--- config.mk ---
export PLATFORM = sky130hd
export DESIGN_NAME = rx_iq_packer
export DESIGN_NICKNAME = d
export VERILOG_FILES = /design/src/rtl/rx_iq_packer.sv
export SDC_FILE = /design/constraint.sdc
export NUM_CORES = 1
export LEC_CHECK = 0
export CAP_MARGIN = 0
export CORE_ASPECT_RATIO = 0.6
export CORE_MARGIN = 5
export CORE_UTILIZATION = 54
export CTS_BUF_LIST = sky130_fd_sc_hd__clkbuf_16
export DETAILED_ROUTE_END_ITERATION = 8
export PLACE_DENSITY = 0.88
export SYNTH_ARGS = -nofsm -noshare
export SYNTH_HDL_FRONTEND = slang
export SYNTH_SLANG_ARGS = --single-unit
--- constraint.sdc ---
create_clock -name clock -period 7.5 [get_ports clock]
set_input_delay 1.5 -clock clock [delete_from_list [all_inputs] [get_ports clock]]
set_output_delay 1.5 -clock clock [all_outputs]
set_load 0.02 [all_outputs]
--- src/rtl/rx_iq_packer.sv ---
// rx_iq_packer: collects 24-bit I/Q samples from NRX receivers, waits until
// every active receiver holds a fresh sample, snapshots the set plus the mic
// sample, and serialises it MSB first as I2 I1 I0 Q2 Q1 Q0 per receiver
// followed by two mic bytes, over a valid/ready byte stream.
module rx_iq_packer #(
  parameter int NRX = 4
) (
  input  logic              clock,
  input  logic              rst,
  input  logic [NRX-1:0]    rx_strobe,
  input  logic [24*NRX-1:0] rx_i,
  input  logic [24*NRX-1:0] rx_q,
  input  logic [15:0]       mic,
  input  logic [3:0]        nrx_active,
  output logic [7:0]        out_data,
  output logic              out_valid,
  input  logic              out_ready,
  output logic              out_last,
  output logic              overrun,
  input  logic              overrun_clr
);

  // Wide enough to count receivers 0..NRX, where NRX selects the mic slot.
  localparam int CW = $clog2(NRX + 1);

  typedef enum logic {
    IDLE,
    SEND
  } state_t;

  state_t         state;
  logic [23:0]    hold_i   [NRX];
  logic [23:0]    hold_q   [NRX];
  logic [23:0]    shadow_i [NRX];
  logic [23:0]    shadow_q [NRX];
  logic [15:0]    shadow_mic;
  logic [NRX-1:0] pending;
  logic [NRX-1:0] clear_mask;
  logic [CW-1:0]  n_eff;
  logic [CW-1:0]  n_lat;
  logic [CW-1:0]  rx_idx;
  logic [2:0]     byte_idx;
  logic           all_pending;
  logic           snap;
  logic [47:0]    word;

  // Clamp the requested receiver count into 1..NRX.
  always_comb begin
    // NOTE: every always_comb output gets a default first so no latch is inferred.
    n_eff = CW'(NRX);
    if (nrx_active == 4'd0)
      n_eff = CW'(1);
    else if (nrx_active <= 4'(NRX))
      n_eff = nrx_active[CW-1:0];
  end

  // Decide whether all active receivers are pending; only those get cleared on snapshot.
  always_comb begin
    all_pending = 1'b1;
    clear_mask  = '0;
    for (int k = 0; k < NRX; k++) begin
      if (CW'(k) < n_eff) begin
        if (!pending[k])
          all_pending = 1'b0;
        clear_mask[k] = 1'b1;
      end
    end
    if (!(state == IDLE && all_pending))
      clear_mask = '0;
  end

  assign snap = (state == IDLE) && all_pending;

  // Holding registers load on their receiver's strobe.
  always_ff @(posedge clock) begin
    // NOTE: sample storage is not reset; pending bits and the FSM decide when it is read.
    for (int k = 0; k < NRX; k++) begin
      if (rx_strobe[k]) begin
        hold_i[k] <= rx_i[24*k +: 24];
        hold_q[k] <= rx_q[24*k +: 24];
      end
    end
  end

  // Pending bits and sticky overrun; a strobe on the snapshot edge re-arms pending without overrun.
  always_ff @(posedge clock) begin
    // NOTE: sequential state uses non-blocking assignments only.
    if (rst) begin
      pending <= '0;
      overrun <= 1'b0;
    end else begin
      pending <= (pending & ~clear_mask) | rx_strobe;
      if (|(rx_strobe & pending & ~clear_mask))
        overrun <= 1'b1;
      else if (overrun_clr)
        overrun <= 1'b0;
    end
  end

  // Shadow buffer captures the holding registers and mic at the snapshot edge.
  always_ff @(posedge clock) begin
    if (snap) begin
      for (int k = 0; k < NRX; k++) begin
        shadow_i[k] <= hold_i[k];
        shadow_q[k] <= hold_q[k];
      end
      shadow_mic <= mic;
    end
  end

  // Group sequencer: walk receivers then the mic slot, one byte per accepted transfer.
  always_ff @(posedge clock) begin
    if (rst) begin
      state    <= IDLE;
      n_lat    <= '0;
      rx_idx   <= '0;
      byte_idx <= '0;
    end else begin
      case (state)
        IDLE: begin
          if (snap) begin
            n_lat    <= n_eff;
            rx_idx   <= '0;
            byte_idx <= '0;
            state    <= SEND;
          end
        end
        SEND: begin
          if (out_ready) begin
            if (rx_idx == n_lat) begin
              if (byte_idx == 3'd1) begin
                state    <= IDLE;
                rx_idx   <= '0;
                byte_idx <= '0;
              end else begin
                byte_idx <= byte_idx + 3'd1;
              end
            end else if (byte_idx == 3'd5) begin
              byte_idx <= '0;
              rx_idx   <= rx_idx + CW'(1);
            end else begin
              byte_idx <= byte_idx + 3'd1;
            end
          end
        end
        default: state <= IDLE;
      endcase
    end
  end

  assign out_valid = (state == SEND);

  // Output byte decoded from the shadow buffer and the registered counters only.
  always_comb begin
    out_data = '0;
    out_last = 1'b0;
    word     = '0;
    if (state == SEND) begin
      if (rx_idx == n_lat) begin
        out_data = (byte_idx == 3'd1) ? shadow_mic[7:0] : shadow_mic[15:8];
        out_last = (byte_idx == 3'd1);
      end else begin
        for (int k = 0; k < NRX; k++) begin
          if (rx_idx == CW'(k))
            word = {shadow_i[k], shadow_q[k]};
        end
        case (byte_idx)
          3'd0:    out_data = word[47:40];
          3'd1:    out_data = word[39:32];
          3'd2:    out_data = word[31:24];
          3'd3:    out_data = word[23:16];
          3'd4:    out_data = word[15:8];
          default: out_data = word[7:0];
        endcase
      end
    end
  end

endmodule
==> impl_metrics.ini <==
[status]
status = finished, final reports clean

[drt]
post_drt_wl_per_cell_um = 25.18
ant_nets = 0
drtPass1Iterations = 5
drc = 0
routed_via_density = 5.952
routed_wl_mm = 38.48
drt_iter0_drc = 1234
num_vias = 9094

[floorplanning]
rows = 47
pin_count = 231
die_area_um2 = 31440
die_y_um = 139.4
dieWidth_um = 225.6
initial_core_util_pct = 54.73
core_area_um2 = 27520

[synthesis]
yosysWarnings = 0
syn_inst = 898
synth_fp_nets = 1124
synth_area_um2 = 15060
synth_area_leaders = edfxtp_1 80%, nand2_1 2.3%, dfxtp_1 2.0%
yosysTopAreaCell = edfxtp_1
avgSynthCellArea_um2 = 16.77
post-synth-top-area-fraction_pct = 79.75
synth_cell_types = 53
async_reset_ff_share_pct = 0
synth_enable_flop_cells = 400
yosys-top-cells-count = 400 x edfxtp_1, 91 x nand2_1, 55 x o21ai_0
ys_seq_area_share_pct = 81.74
synth_most_common_cell = edfxtp_1
synth_top_flop_cell = edfxtp_1
ys_ff_latch = 415

[hold_path]
hp-class = reg -> reg
hp-start = hold_i[0][0]$_DFFE_PP_

[clock_tree]
h-tree-depth = 2
post_cts_buffers = 0
clock-sinks = 415
insertion_delay_ns = 0.53
ctsResizeCount = 0
clockBufferDepth = 3
cts_inserted_buffers = 36
clkTransAtPathRegs_ns = 0.07
cts_tree = built
cts-hold-fix-buffers = 0
root_buffer = clkbuf_16

[finish]
drive_gt1_share_pct = 6.891
ff_latch_area_um2 = 12310
nFillCells = 1823
instances_no_fill = 1528
multiInputGateArea_um2 = 2519
antennaDiodeCount = 0
layout.nets = 1359
area_delta_synth_final_pct = 25.38

[worst_setup_path]
cp_top_family = buffers and inverters
slowest_delay_ns = 0.97
path_max_fanout = 31
path_class = reg -> out
reg2reg_from = out_valid$_SDFF_PP0_
cp_num_buf_inv = 3
start_kind = flip-flop
arrival_ns = 4.84
critPathLaunch = rx_idx[2]$_SDFFE_PP0P_
required_ns = 6.00
end_kind = output pin
cp_cell_sequence = inv_1 > ha_2 > buf_4 > nor2_1 > a222oi_1 > o221ai_1 > nor4_1 > a2111oi_2 > clkdlybuf4s50_1
cp_slowest_cell = nor2_1

[sta]
slew_headroom_pct = 16.72
finalSetupViolCount = 0
fin_crit_ns = 6.336
hold_violations = 0
maxSlewViolCount = 0
clock-skew-final_ns = 0.01114
max_freq_mhz = 157.8
rsz0062_at_grt = no
worstMarginPinSlew_ns = 1.245
fin_crit_sh_pct = 84.48
setup_tns_ns = 0

[pwr]
power.density_nw_per_um2 = 248.8
irDropWorstVdd_mv = 0.1994
leakage_nw = 6.252

[placement]
place.detailed.hpwl_mm = 26.44
gp_congestion = 0.9647
port_buffers = 230
placedCellCount = 1462

[grt]
grt_max_degree = 142
track_usage_pct = 24.23
antenna_found_initial = 5
grt_pass1_wl_mm = 56.72
grt_pass1_vias = 9126
grt-ovfl-total = 0

[run]
maxCapViolCount = 0
==> stage by stage <==
stage	total power, mW	instance area [µm²]	utilization, %	setup WS (ns)	hold WS, ns
after floorplan	2.768	15060	-	0.7651	0.4003
after global placement	2.931	17730	64.43	2.026	0.4008
after detailed placement	2.944	17730	64.43	1.935	0.4045
after CTS	4.730	18880	68.62	1.370	0.4115
after global routing	4.852	18880	68.62	1.013	0.4218
final	4.698	18880	68.62	1.164	0.4179
==> routing by layer <==
layer  global-route usage, %  vias up  share of wire, %
met5                       0        -              0.15
met4                   4.679       10               1.9
met3                   7.156       88                11
met2                   37.61      550                46
met1                   34.98     4465                41
li1                        -     3981                 -
==> flip-flops by register name (all words and copies together) (netlist names) <==
register,flops
hold_q,96
overrun,1
shadow_i,96
byte_idx,3
out_valid,1
n_lat,3
pending,4
rx_idx,3
hold_i,96
shadow_q,96
shadow_mic,16
==> cell families after synthesis <==
| kind of cell | after synthesis | synth area share [%] |
|---|---|---|
| AO/OA/AOI/OAI | 214 | 9.520 |
| XOR/XNOR | 3 | 0.1745 |
| adder cells (fa/ha/maj) | 6 | 0.4984 |
| buffers and inverters | 63 | 1.686 |
| flip-flops | 415 | 81.74 |
| multiplexers | 8 | 0.5317 |
| AND/OR/NAND/NOR | 189 | 5.848 |
==> placed cells by master, fill, tap and decap left out, drive strengths merged, types with 17 or more instances in the layout <==
master and instances:
o211ai 24, nor2 31, clkbuf 38, a22oi 19
edfxtp 400, clkdlybuf4s50 226, a21oi 39, o21ai 56
clkinv 17, inv 25, nand2 91, a31oi 18
==> final timing paths <==
path | to | slack (ns) | cells past startpoint
setup / recovery | out_data[4] | 1.16 | 9
hold / removal | shadow_i[0][0]$_DFFE_PN_ | 0.42 | 0
setup reg to reg | shadow_i[0][2]$_DFFE_PN_ | 4.57 | 5
hold reg to reg | shadow_i[0][0]$_DFFE_PN_ | 0.42 | 0
==> report_power, final <==
group	total (mW)	switching, mW	internal [mW]
logic	0.191	0.0791	0.112
registers	2.70	0.0341	2.67
clock network	1.80	0.809	0.994
total	4.70	0.923	3.78
==> area by class of cell <==
type                       count  share of cell area [%]
clock buffer                  38                   5.035
clock inverter                28                   1.060
inverter                      19                  0.4174
multi-input combinational    420                   13.34
sequential                   415                   65.20
tap                          367                   2.432
timing repair buffer         241                   12.52
Note: power is estimated with default switching activity, not from simulation.
